===== src/rtl/mem_arbiter_pkg.sv =====
// rtl/mem_arbiter_pkg.sv - shared encodings for the fetch/load-store memory arbiter
package mem_arbiter_pkg;

    localparam logic [1:0] SZ_B = 2'd0;
    localparam logic [1:0] SZ_H = 2'd1;
    localparam logic [1:0] SZ_W = 2'd2;

    localparam logic REQ_IF = 1'b0;
    localparam logic REQ_LS = 1'b1;

    typedef enum logic [2:0] {
        IDLE,
        LOAD,
        STORE_R,
        STORE_W,
        RESP
    } state_t;

endpackage


===== src/rtl/mem_lane_align.sv =====
// rtl/mem_lane_align.sv - byte/half lane extraction for loads and lane merging for stores
module mem_lane_align
    import mem_arbiter_pkg::*;
(
    input  logic [31:0] rword,
    input  logic [31:0] wdata,
    input  logic [1:0]  offset,
    input  logic [1:0]  size,
    input  logic        is_unsigned,
    output logic [31:0] load_data,
    output logic [31:0] merged
);

    logic [4:0]  shamt;
    logic [31:0] shifted;
    logic [31:0] lane_mask;

    assign shamt   = {offset, 3'b000};
    assign shifted = rword >> shamt;

    always_comb begin
        load_data = rword;
        case (size)
            SZ_B:    load_data = {{24{~is_unsigned & shifted[7]}}, shifted[7:0]};
            SZ_H:    load_data = {{16{~is_unsigned & shifted[15]}}, shifted[15:0]};
            default: load_data = rword;
        endcase
    end

    always_comb begin
        lane_mask = 32'hFFFF_FFFF;
        case (size)
            SZ_B:    lane_mask = 32'h0000_00FF << shamt;
            SZ_H:    lane_mask = 32'h0000_FFFF << shamt;
            default: lane_mask = 32'hFFFF_FFFF;
        endcase
        merged = (rword & ~lane_mask) | ((wdata << shamt) & lane_mask);
    end

endmodule


===== src/rtl/mem_arbiter.sv =====
// rtl/mem_arbiter.sv - round-robin arbiter serialising fetch and load/store onto one word memory
module mem_arbiter
    import mem_arbiter_pkg::*;
#(
    parameter int ADDR_W     = 32,
    parameter int MEM_BYTES  = 64,
    parameter int FIRST_PRIO = 0
) (
    input  logic              clock,
    input  logic              reset_n,
    input  logic              if_valid,
    input  logic [ADDR_W-1:0] if_addr,
    output logic              if_ready,
    output logic              if_resp_valid,
    output logic [31:0]       if_resp_data,
    output logic              if_resp_err,
    input  logic              ls_valid,
    input  logic              ls_we,
    input  logic [1:0]        ls_size,
    input  logic              ls_unsigned,
    input  logic [ADDR_W-1:0] ls_addr,
    input  logic [31:0]       ls_wdata,
    output logic              ls_ready,
    output logic              ls_resp_valid,
    output logic [31:0]       ls_resp_data,
    output logic              ls_resp_err,
    output logic [ADDR_W-1:0] mem_addr,
    output logic              mem_wen,
    output logic [31:0]       mem_wdata,
    input  logic [31:0]       mem_rdata
);

    state_t state, next_state;

    logic              prio;
    logic              gnt_valid, gnt_id, accept;
    logic [ADDR_W-1:0] g_addr;
    logic [1:0]        g_size;
    logic              g_we, g_err;
    logic [ADDR_W:0]   end_addr;

    logic              req_id, req_uns, req_err;
    logic [1:0]        req_size, req_off;
    logic [31:0]       req_wdata;
    logic [31:0]       load_data, merged;

    always_comb begin
        gnt_valid = if_valid | ls_valid;
        if (if_valid && ls_valid) gnt_id = prio;
        else                      gnt_id = ls_valid ? REQ_LS : REQ_IF;
        g_addr   = (gnt_id == REQ_LS) ? ls_addr : if_addr;
        g_size   = (gnt_id == REQ_LS) ? ls_size : SZ_W;
        g_we     = (gnt_id == REQ_LS) & ls_we;
        // one extra bit so an aligned address near the top cannot wrap past the limit
        end_addr = {1'b0, g_addr[ADDR_W-1:2], 2'b00} + (ADDR_W+1)'(4);
        g_err    = (g_size == 2'd3)
                 | ((g_size == SZ_H) & g_addr[0])
                 | ((g_size == SZ_W) & (|g_addr[1:0]))
                 | (end_addr > (ADDR_W+1)'(MEM_BYTES));
        accept   = (state == IDLE) & gnt_valid;
    end

    always_ff @(posedge clock or negedge reset_n) begin
        if (!reset_n) state <= IDLE;
        else          state <= next_state;
    end

    always_comb begin
        next_state = state;
        case (state)
            IDLE: begin
                if (accept) begin
                    if (g_err)               next_state = RESP;
                    else if (!g_we)          next_state = LOAD;
                    else if (g_size == SZ_W) next_state = STORE_W;
                    else                     next_state = STORE_R;
                end
            end
            LOAD:    next_state = RESP;
            STORE_R: next_state = STORE_W;
            STORE_W: next_state = RESP;
            RESP:    next_state = IDLE;
            default: next_state = IDLE;
        endcase
    end

    always_comb begin
        if_ready      = (state == IDLE) & (gnt_id == REQ_IF) & if_valid;
        ls_ready      = (state == IDLE) & (gnt_id == REQ_LS) & ls_valid;
        if_resp_valid = (state == RESP) & (req_id == REQ_IF);
        ls_resp_valid = (state == RESP) & (req_id == REQ_LS);
        if_resp_err   = if_resp_valid & req_err;
        ls_resp_err   = ls_resp_valid & req_err;
        mem_wen       = (state == STORE_W);
    end

    mem_lane_align u_align (
        .rword      (mem_rdata),
        .wdata      (req_wdata),
        .offset     (req_off),
        .size       (req_size),
        .is_unsigned(req_uns),
        .load_data  (load_data),
        .merged     (merged)
    );

    always_ff @(posedge clock or negedge reset_n) begin
        if (!reset_n) begin
            prio         <= (FIRST_PRIO != 0);
            req_id       <= REQ_IF;
            req_uns      <= 1'b0;
            req_err      <= 1'b0;
            req_size     <= SZ_W;
            req_off      <= 2'd0;
            req_wdata    <= 32'd0;
            mem_addr     <= '0;
            mem_wdata    <= 32'd0;
            if_resp_data <= 32'd0;
            ls_resp_data <= 32'd0;
        end else begin
            case (state)
                IDLE: begin
                    if (accept) begin
                        prio      <= ~gnt_id;
                        req_id    <= gnt_id;
                        req_uns   <= (gnt_id == REQ_LS) & ls_unsigned;
                        req_err   <= g_err;
                        req_size  <= g_size;
                        req_off   <= g_addr[1:0];
                        req_wdata <= ls_wdata;
                        // rejected requests never touch the memory port
                        if (!g_err) begin
                            mem_addr <= {g_addr[ADDR_W-1:2], 2'b00};
                            if (g_we && g_size == SZ_W) mem_wdata <= ls_wdata;
                        end
                    end
                end
                LOAD: begin
                    if (req_id == REQ_LS) ls_resp_data <= load_data;
                    else                  if_resp_data <= load_data;
                end
                STORE_R: mem_wdata    <= merged;
                STORE_W: ls_resp_data <= 32'd0;
                default: ;
            endcase
        end
    end

endmodule


===== config.mk =====
export PLATFORM = sky130hd
export DESIGN_NAME = mem_arbiter
export DESIGN_NICKNAME = d
export VERILOG_FILES = /design/src/rtl/mem_arbiter_pkg.sv /design/src/rtl/mem_lane_align.sv /design/src/rtl/mem_arbiter.sv
export SDC_FILE = /design/constraint.sdc
export NUM_CORES = 1
export LEC_CHECK = 0
export CAP_MARGIN = 0
export CORE_MARGIN = 3
export CORE_UTILIZATION = 45
export DETAILED_ROUTE_END_ITERATION = 8
export PLACE_DENSITY_LB_ADDON = 0.05
export REMOVE_ABC_BUFFERS = 1
export SYNTH_ARGS = -nofsm -noshare
export SYNTH_HDL_FRONTEND = slang
export SYNTH_SLANG_ARGS = --single-unit

===== constraint.sdc =====
create_clock -name clock -period 8.5 [get_ports clock]
set_input_delay 1.275 -clock clock [delete_from_list [all_inputs] [get_ports clock]]
set_output_delay 1.275 -clock clock [all_outputs]
set_load 0.1 [all_outputs]

Word-level counts from Yosys, hierarchy flattened

Index checks and enable logic that the tools add are counted.

Bitwise operators: 27
Reduce and logical (&&, ||, !) cells: 13
Shift-type cells: 4
Equal/unequal tests: 12
Magnitude comparators: 1
$add $sub $neg: 1
Multiplexer cells: 17

Operators by type and width:

| kind                    | count |
|---|---|
| $pmux W32 S2            | 4 |
| $mux W32                | 5 |
| $and A32 B32 Y32        | 2 |
| $add A32 B3 Y33 const B | 1 |
| $gt A33 B7 Y1 const B   | 1 |
| $not A32 Y32            | 1 |
| $or A32 B32 Y32         | 1 |
| $shl A16 B5 Y32 const A | 1 |
| $shl A32 B5 Y32         | 1 |
| $shl A8 B5 Y32 const A  | 1 |
| $shr A32 B5 Y16         | 1 |
| $and A1 B1 Y1           | 15 |
| $pmux W3 S3             | 1 |
| $eq A3 B2 Y1 const B    | 2 |
| $mux W3                 | 2 |
| $ne A2 B2 Y1 const B    | 3 |
| $reduce_and A2 Y1       | 3 |
| $eq A2 B1 Y1 const B    | 2 |
| $eq A2 B2 Y1 const B    | 2 |
| $mux W2                 | 2 |
| $not A1 Y1              | 4 |
| $or A1 B1 Y1            | 4 |
| $reduce_and A4 Y1       | 1 |
| $reduce_bool A2 Y1      | 2 |
| other kinds (9)         | 13 |

Word-level logic and storage cells: 87
Output and inout port bits: 135
Bits in registers: 169
Bits of input ports: 136

Longest topological paths before layout

Depth after elaboration: 11
Mapped depth: 15
Mapped depth without buffers: 9

Hierarchy

Synthesis repeated with hierarchy kept, for this count alone.

Cells, all modules: 1237
Area total of the unflattened synthesis: 10471.3 µm²

Modules (own cells, without submodules):

| module         | area an instance (µm²) | times used | cells an instance | seq. area each (µm²) |
|---|---|---|---|---|
| mem_arbiter    | 8823.5                 | 1          | 991               | 4230.3 |
| mem_lane_align | 1647.8                 | 1          | 246               | 0.0 |

Worst setup path after synthesis

Ideal clock, no wire load.

Path kind: input-to-reg
From: input port if_valid
To: register mem_wdata[22]
Stages on the path: 12
Path slack: 3.587 ns
Path buffers: 4
Arrival: 4.819 ns
Path through: nand2b_1 > buf_4 > nand2_2 > buf_2 > buf_1 > nor2_1 > nand2_1 > o21ai_1 > clkbuf_1 > nor2_1 > a221o_1 > a211oi_1

Longest elaborated chain between the ends: 10
Elaborated cells between the ends (all ways): 23
Classes of those cells: 1 x add/sub; 1 x order compare; 6 x eq/ne; 3 x mux; 8 x bitwise; 4 x reduce/logical

RTL lines:

| item                                                                    | line               | RTL |
|---|---|---|
| start: declaration                                                      | mem_arbiter.sv:11  | `input logic if_valid,` |
| parallel branches: the longest is 9 deep, another holds $add A32 B3 Y33 | --                 |  |
| $reduce_and A4 Y1 (no source line) *                                    | --                 |  |
| end signal: assignment                                                  | mem_arbiter.sv:134 | `if (g_we && g_size == SZ_W) mem_wdata <= ls_wdata;` |
| end signal: assignment                                                  | mem_arbiter.sv:142 | `STORE_R: mem_wdata <= merged;` |
| end: declaration                                                        | mem_arbiter.sv:29  | `output logic [31:0] mem_wdata,` |

Every way passes the cells marked *.
A chain may end at the register's enable or synchronous reset.

Worst setup path after layout

From: input port ls_valid
To: register mem_wdata[17]

Longest elaborated chain between the ends: 10
Elaborated cells between the ends (all ways): 24
Classes of those cells: 1 x add/sub; 1 x order compare; 6 x eq/ne; 4 x mux; 8 x bitwise; 4 x reduce/logical

RTL lines:

| item                                                                    | line              | RTL |
|---|---|---|
| start: declaration                                                      | mem_arbiter.sv:17 | `input logic ls_valid,` |
| parallel branches: the longest is 9 deep, another holds $add A32 B3 Y33 | --                |  |
| $reduce_and A4 Y1 (no source line) *                                    | --                |  |

Marked as above.

==> results.toml <==
[setup_path]
cp-startpoint = "ls_valid"
crit_path_end_kind = "register"
crit_cells = 10
slowest_delay_ps = 1090
rr_startpoint = "prio$_DFFE_PN0P_"
cp_data_required_time_ps = 8820
crit_path_end = "mem_wdata[17]$_DFFE_PN0P_"
path_cells = "clkdlybuf4s50_1 -> inv_2 -> nor2_4 -> a32oi_1 -> nor3_1 -> mux2_2 -> o211ai_1 -> nor3b_2 -> nand2_1 -> a211oi_1"
critPathLaunchType = "primary input"
critPathKind = "in -> reg"
crit_arrival_ps = 6360
r2r_cells = 9
cp_max_fo = 38
crit_buf_inv = 2
regToRegSetupSlack_ps = 3870
crit_family = "simple AND/OR/NAND/NOR gates"
critPathSlowestCell = "clkdlybuf4s50_1"
r2r-end = "mem_wdata[17]$_DFFE_PN0P_"

[synthesis]
synth_area_leaders = "dfrtp_1, nand2_1, o21ai_0"
ys_types = 77
ys_seq_area_share_pct = 41.5
yosysWarnings = 0
ys_async_sr_fraction_pct = 100
yosys.area.top_type = "dfrtp_1"
netlist_area_um2 = 10200
yosysMostFrequentCell = "nand2_1"
syn_inst = 1240
synth_ff_type = "dfrtp_1"
synth.cells.most_frequent = "nand2_1, dfrtp_1, o21ai_0, nor2_1, a21oi_1"
synth_edf_count = 0
yosysTopAreaCellShare_pct = 41.3
synth.avg_cell_area_um2 = 8.21
ys_ff_latch = 169

[pwr]
comb_power_share_pct = 36.3
clockPowerShare_pct = 28.8
powerDensity_nw_per_um2 = 202
power.total_w = 0.00273
seq_power_share_pct = 35.0
p_sw_w = 0.00115
netSwitchingFraction_pct = 42.1
p_leak_nw = 5.55
vdd_drop_max_v = 0.000108
cell_internal_pwr_w = 0.00158

[route]
ant_nets = 0
post-route-drc-count = 0
vias = 10210
drt_first_iter_violations = 670
wire_per_inst_um = 19.7
viasPerCell = 5.87
drt-pass1-iter-count = 7
postRouteWirelength_mm = 34.3

[sta]
drv_slew = 0
rsz0062_at_grt = "no"
fin_crit_sh_pct = 71.1
fin_setup_tns_ps = 0
fin_worst_skew_ps = 10.6
fmax_mhz = 166
finalCriticalPeriod_ps = 6040
worst_pin_slew_ps = 1160
setup_viol = 0
timing.hold.ws_ps = 479
slew-limit-headroom_pct = 22.6
hold_violations = 0

[placement]
dp_hpwl_mm = 23.9
place_congestion = 0.878
port_buffers = 268
dpl.cell_count = 1706
placed_area_um2 = 13000

[clocking]
clk_path_buf_depth = 2
clkLatencyLatePin_ps = 440
clkTransAtPathRegs_ps = 70
cts_max_level = 4
cts_tree = "built"
clock-root-buffer = "clkbuf_16"
cts_hold_buf = 0
cts_num_sinks = 169
numCtsBuffers = 17
cts_setup_buffers = 0
cts_resized = 0

[floorplanning]
num_rows = 54
die-area_um2 = 24500
core_area_um2 = 22000
io_pins = 271
die_y_um = 156
die_x_um = 156
start_util_pct = 46.2

[job]
drv_cap = 0

[grt]
grtUsageTotal_pct = 27.5
grt_max_degree = 102
grt_overflow = 0
grt_pass1_vias = 9842
grt_antenna_before_repair = 2
grt_pass1_wl_mm = 53.9

[cells_and_area]
finalInstanceArea_um2 = 13600
multi_input_area_um2 = 5540
fillers = 1955
final_cells = 1739
nets = 1581
area.growth.synth_to_final_pct = 33.2
seq_area_um2 = 4230
drive_above_1_share_pct = 5.97

[worst_hold_path]
min_path_type = "reg -> reg"

[status]
status = "finished, final reports clean"
## worst min-delay path by stage
stage	cells past startpoint	to	slack (ps)	start
final	2	req_wdata[31]$_DFFE_PN0P_	480	req_wdata[31]$_DFFE_PN0P_
after global routing	2	req_wdata[23]$_DFFE_PN0P_	490	req_wdata[23]$_DFFE_PN0P_
after CTS	2	req_wdata[26]$_DFFE_PN0P_	480	req_wdata[26]$_DFFE_PN0P_
after detailed placement	2	req_wdata[26]$_DFFE_PN0P_	460	req_wdata[26]$_DFFE_PN0P_
after global placement	2	req_wdata[31]$_DFFE_PN0P_	450	req_wdata[31]$_DFFE_PN0P_
after floorplan	2	req_wdata[24]$_DFFE_PN0P_	440	req_wdata[24]$_DFFE_PN0P_
## cell families (layout without fill, tap and decap cells)
kind of cell / after synthesis / count (layout) / synth area share [%]
AOI/OAI and AO/OA: 348 / 348 / 21.5
xor gates and xnor gates: 11 / 11 / 0.946
buffers and inverters: 106 / 323 / 4.43
DFF: 169 / 169 / 41.5
muxes: 54 / 54 / 5.53
other: 1 / 3 / 0.0368
and+or+nand+nor: 551 / 551 / 26.0
## metrics by stage
stage               util, %  worst slack, ps
floorplan                 -             3480
global placement       58.8             2250
detailed placement     58.8             2080
CTS                    61.6             2530
global route           61.6             2050
finish                 61.6             2460
## layout by cell type, fill, tap and decap left out, types with 10 or more instances in the layout
cell / instances
o21ai_0: 116
and3_1: 15
dfrtp_1: 166
nand3_1: 67
nor3_1: 23
nor2b_1: 11
clkdlybuf4s50_1: 267
nor4_1: 10
o211ai_1: 19
a221oi_1: 24
or3_1: 20
nor2_1: 92
a21oi_1: 89
nand2_1: 210
a211oi_1: 26
clkbuf_16: 17
buf_4: 16
and2_1: 54
mux2i_1: 47
## power by group through the flow
stage,combinational [W],clock (W),sequential (W)
3_5_place_dp,0.000986,0,0.000968
2_1_floorplan,0.000382,0,0.00123
6_report,0.000991,0.000787,0.000956
5_1_grt,0.00106,0.000837,0.000966
3_3_place_gp,0.000978,0,0.000966
4_1_cts,0.000990,0.000800,0.000954
## metal layers
metal | track usage (%) | vias to the layer above | routed length [um]
li1 | - | 4864 | -
met1 | 36.1 | 4853 | 14400
met2 | 45.7 | 428 | 16500
met3 | 5.75 | 63 | 2480
met4 | 9.13 | 2 | 946
met5 | 0 | - | 13
## sequential cells by signal, indices dropped and copies added (netlist names)
signal / cells
req_size: 2
req_off: 2
state: 3
req_wdata: 32
ls_resp_data: 32
req_uns: 1
mem_addr: 30
req_id: 1
prio: 1
mem_wdata: 32
req_err: 1
if_resp_data: 32
## cell type report
type	instances	share of cell area, %
Clock inverter	15	1.34
Sequential cell	169	31.2
Multi-Input combinational cell	966	40.9
Antenna cell	1	0.0184
Clock buffer	17	3.14
Tap cell	280	2.58
Inverter	7	0.194
Timing Repair Buffer	284	20.7
## worst register-to-register path, delay by kind of cell (launching register included)
kind,cells,cell delay [ps]
AO/OA/AOI/OAI,3,1230
multiplexers,1,250
AND/OR/NAND/NOR,5,2650
flip-flops,1,390
No activity file was read; power rests on OpenSTA's default activity.
==> edit: new RTL, config.mk and constraints unchanged <==
Set the parameter `FIRST_PRIO` to 1 (it was 0).
--- a/src/rtl/mem_arbiter.sv
+++ b/src/rtl/mem_arbiter.sv
@@ -6,3 +6,3 @@
     parameter int MEM_BYTES  = 64,
-    parameter int FIRST_PRIO = 0
+    parameter int FIRST_PRIO = 1
 ) (
Formal check against the unedited RTL: not equivalent (Yosys sat finds a counterexample within 4 cycles, from zero or initial values and one cycle with reset_n low).
==> edit against the original RTL <==
Non-clock buffer count increased by 1; sequential cell count is the same; synthesized cell count is the same; worst setup slack worse by 110 ps; power hardly changed; utilization is 0.14 points lower; final area fell by 0.22%; wire length increased by 1.4%; critical path depth did not move; area after synthesis is essentially flat.
==> edit: results (changes against the original RTL) <==
INFO  metric result_of_the_run = finished clean
INFO  metric netlist_top_cells_area = sky130_fd_sc_hd__dfrtp_1, sky130_fd_sc_hd__nand2_1, sky130_fd_sc_hd__o21ai_0
INFO  metric maximum_number_of_pins_on_one_net_before_global_route_repair = 91 (-11%)
INFO  metric synth.cells.most_frequent = sky130_fd_sc_hd__nand2_1, sky130_fd_sc_hd__dfrtp_1, sky130_fd_sc_hd__o21ai_0, sky130_fd_sc_hd__nor2_1, sky130_fd_sc_hd__a21oi_1
INFO  metric detailedRoute.firstIterationViolations = 724 (+8.1%)
INFO  metric clk_latency = 440 ps (about the same)
INFO  metric placement.io_buffers = 268 (unchanged)
INFO  metric peakVddDrop = 0.1266 mV (+18%)
INFO  metric synth.yosys.seq_area_share = 0.4154 (about the same)
INFO  metric dp_hpwl = 23970 um (+0.46%)
INFO  metric synth_cell_types = 77 (unchanged)
INFO  metric place_worst_setup_slack = 2019 ps (-63.29 ps)
INFO  metric nets = 1582 (+0.063%)
INFO  metric ctsHtreeMaxLevel = 4 (unchanged)
INFO  metric fillCellCount = 1932 (-1.2%)
INFO  metric via_count = 10327 (+1.1%)
INFO  metric grt_first_pass_wirelength = 54090 um (+0.31%)
INFO  metric p_leak = 0.005540 uW (-0.16%)
INFO  metric timing.slew.headroom = 0.1630 (-0.06346)
INFO  metric post-cts-setup-buffers = 0 (unchanged)
INFO  metric antenna_cells_inserted = 0 (-1)
INFO  metric wire_per_inst = 19.97 um (+1.4%)
INFO  metric critical_path_arrival = 6490 ps (+130 ps)
INFO  metric clock_tree.buffer_depth = 2 (unchanged)
INFO  metric drive_above_1_share = 0.06100 (+0.001330)
INFO  metric final_worst_path_cycle_share = 0.7235 (+0.01277)
INFO  metric gp_routability_congestion = 0.8790 (about the same)
INFO  metric grt_use_total = 0.2780 (+0.002660)
INFO  metric antenna_found_initial = 2 (unchanged)
INFO  metric finalClockSkew = 9.051 ps (-1.549 ps)
INFO  metric fin_cells = 1739 (unchanged)
INFO  metric critical-path-max-stage-delay = 1140 ps (+50 ps)
INFO  metric vias_in_the_first_global_route = 9765 (-0.78%)
INFO  metric detail_route.first_pass.iterations = 5 (-2)
==> edit: logic make-up (layout without fill, tap and decap cells) <==
group | after synthesis | in the layout | share of synthesized area
xor gates and xnor gates | 11 | 11 | 0.009458
DFF | 169 | 169 | 0.4154
AOI/OAI and AO/OA | 348 | 348 | 0.2152
muxes | 54 | 54 | 0.05527
and+or+nand+nor | 551 | 551 | 0.2599
buffers and inverters | 106 | 324 | 0.04434
other | 1 | 2 | 0.0003682
==> edit: metal layers <==
| metal | wire [um] | GRT usage | vias up |
|---|---|---|---|
| met3 | 2663 | 0.05669 | 65 |
| met4 | 950 | 0.08712 | 4 |
| met5 | 32 | 0 | - |
| met1 | 14820 | 0.3747 | 4946 |
| met2 | 16270 | 0.4525 | 460 |
| li1 | - | - | 4852 |
==> edit: final cells by class <==
class                           count  area share
Clock buffer                       17     0.03143
Sequential cell                   169      0.3128
Clock inverter                     15     0.01109
Timing Repair Buffer              285      0.2077
Inverter                            7    0.001941
Multi-Input combinational cell    966      0.4091
Tap cell                          280     0.02589
==> edit: metrics by stage <==
stage                     cell area [sq um]  total power, uW
after floorplan                        9764             1617
after global placement                12960             1946
after detailed placement              12960             1957
after CTS                             13530             2734
after global routing                  13530             2856
final                                 13530             2732
==> edit: worst paths after layout <==
path,from,cells after the start,slack (ps),to
worst max-delay path,ls_valid,10,2350,mem_wdata[19]$_DFFE_PN0P_
worst min-delay path,req_wdata[31]$_DFFE_PN0P_,2,470,req_wdata[31]$_DFFE_PN0P_
worst max register to register,prio$_DFFE_PN1P_,9,3850,mem_wdata[19]$_DFFE_PN0P_
worst min register to register,req_wdata[31]$_DFFE_PN0P_,2,470,req_wdata[31]$_DFFE_PN0P_
max in group asynchronous,reset_n,2,5970,req_off[0]$_DFFE_PN0P_
min in group asynchronous,reset_n,1,870,ls_resp_data[22]$_DFFE_PN0P_
==> edit: worst min-delay path, delay by kind of cell (launching register included) <==
kind	cells	cell delay [ps]
and+or+nand+nor	2	100
DFF	1	330
==> edit: power breakdown <==
group / internal, uW / total, uW / switching (uW)
combinational: 306 / 988 / 681
sequential: 877 / 961 / 83.7
clock: 393 / 783 / 390
total: 1580 / 2730 / 1150
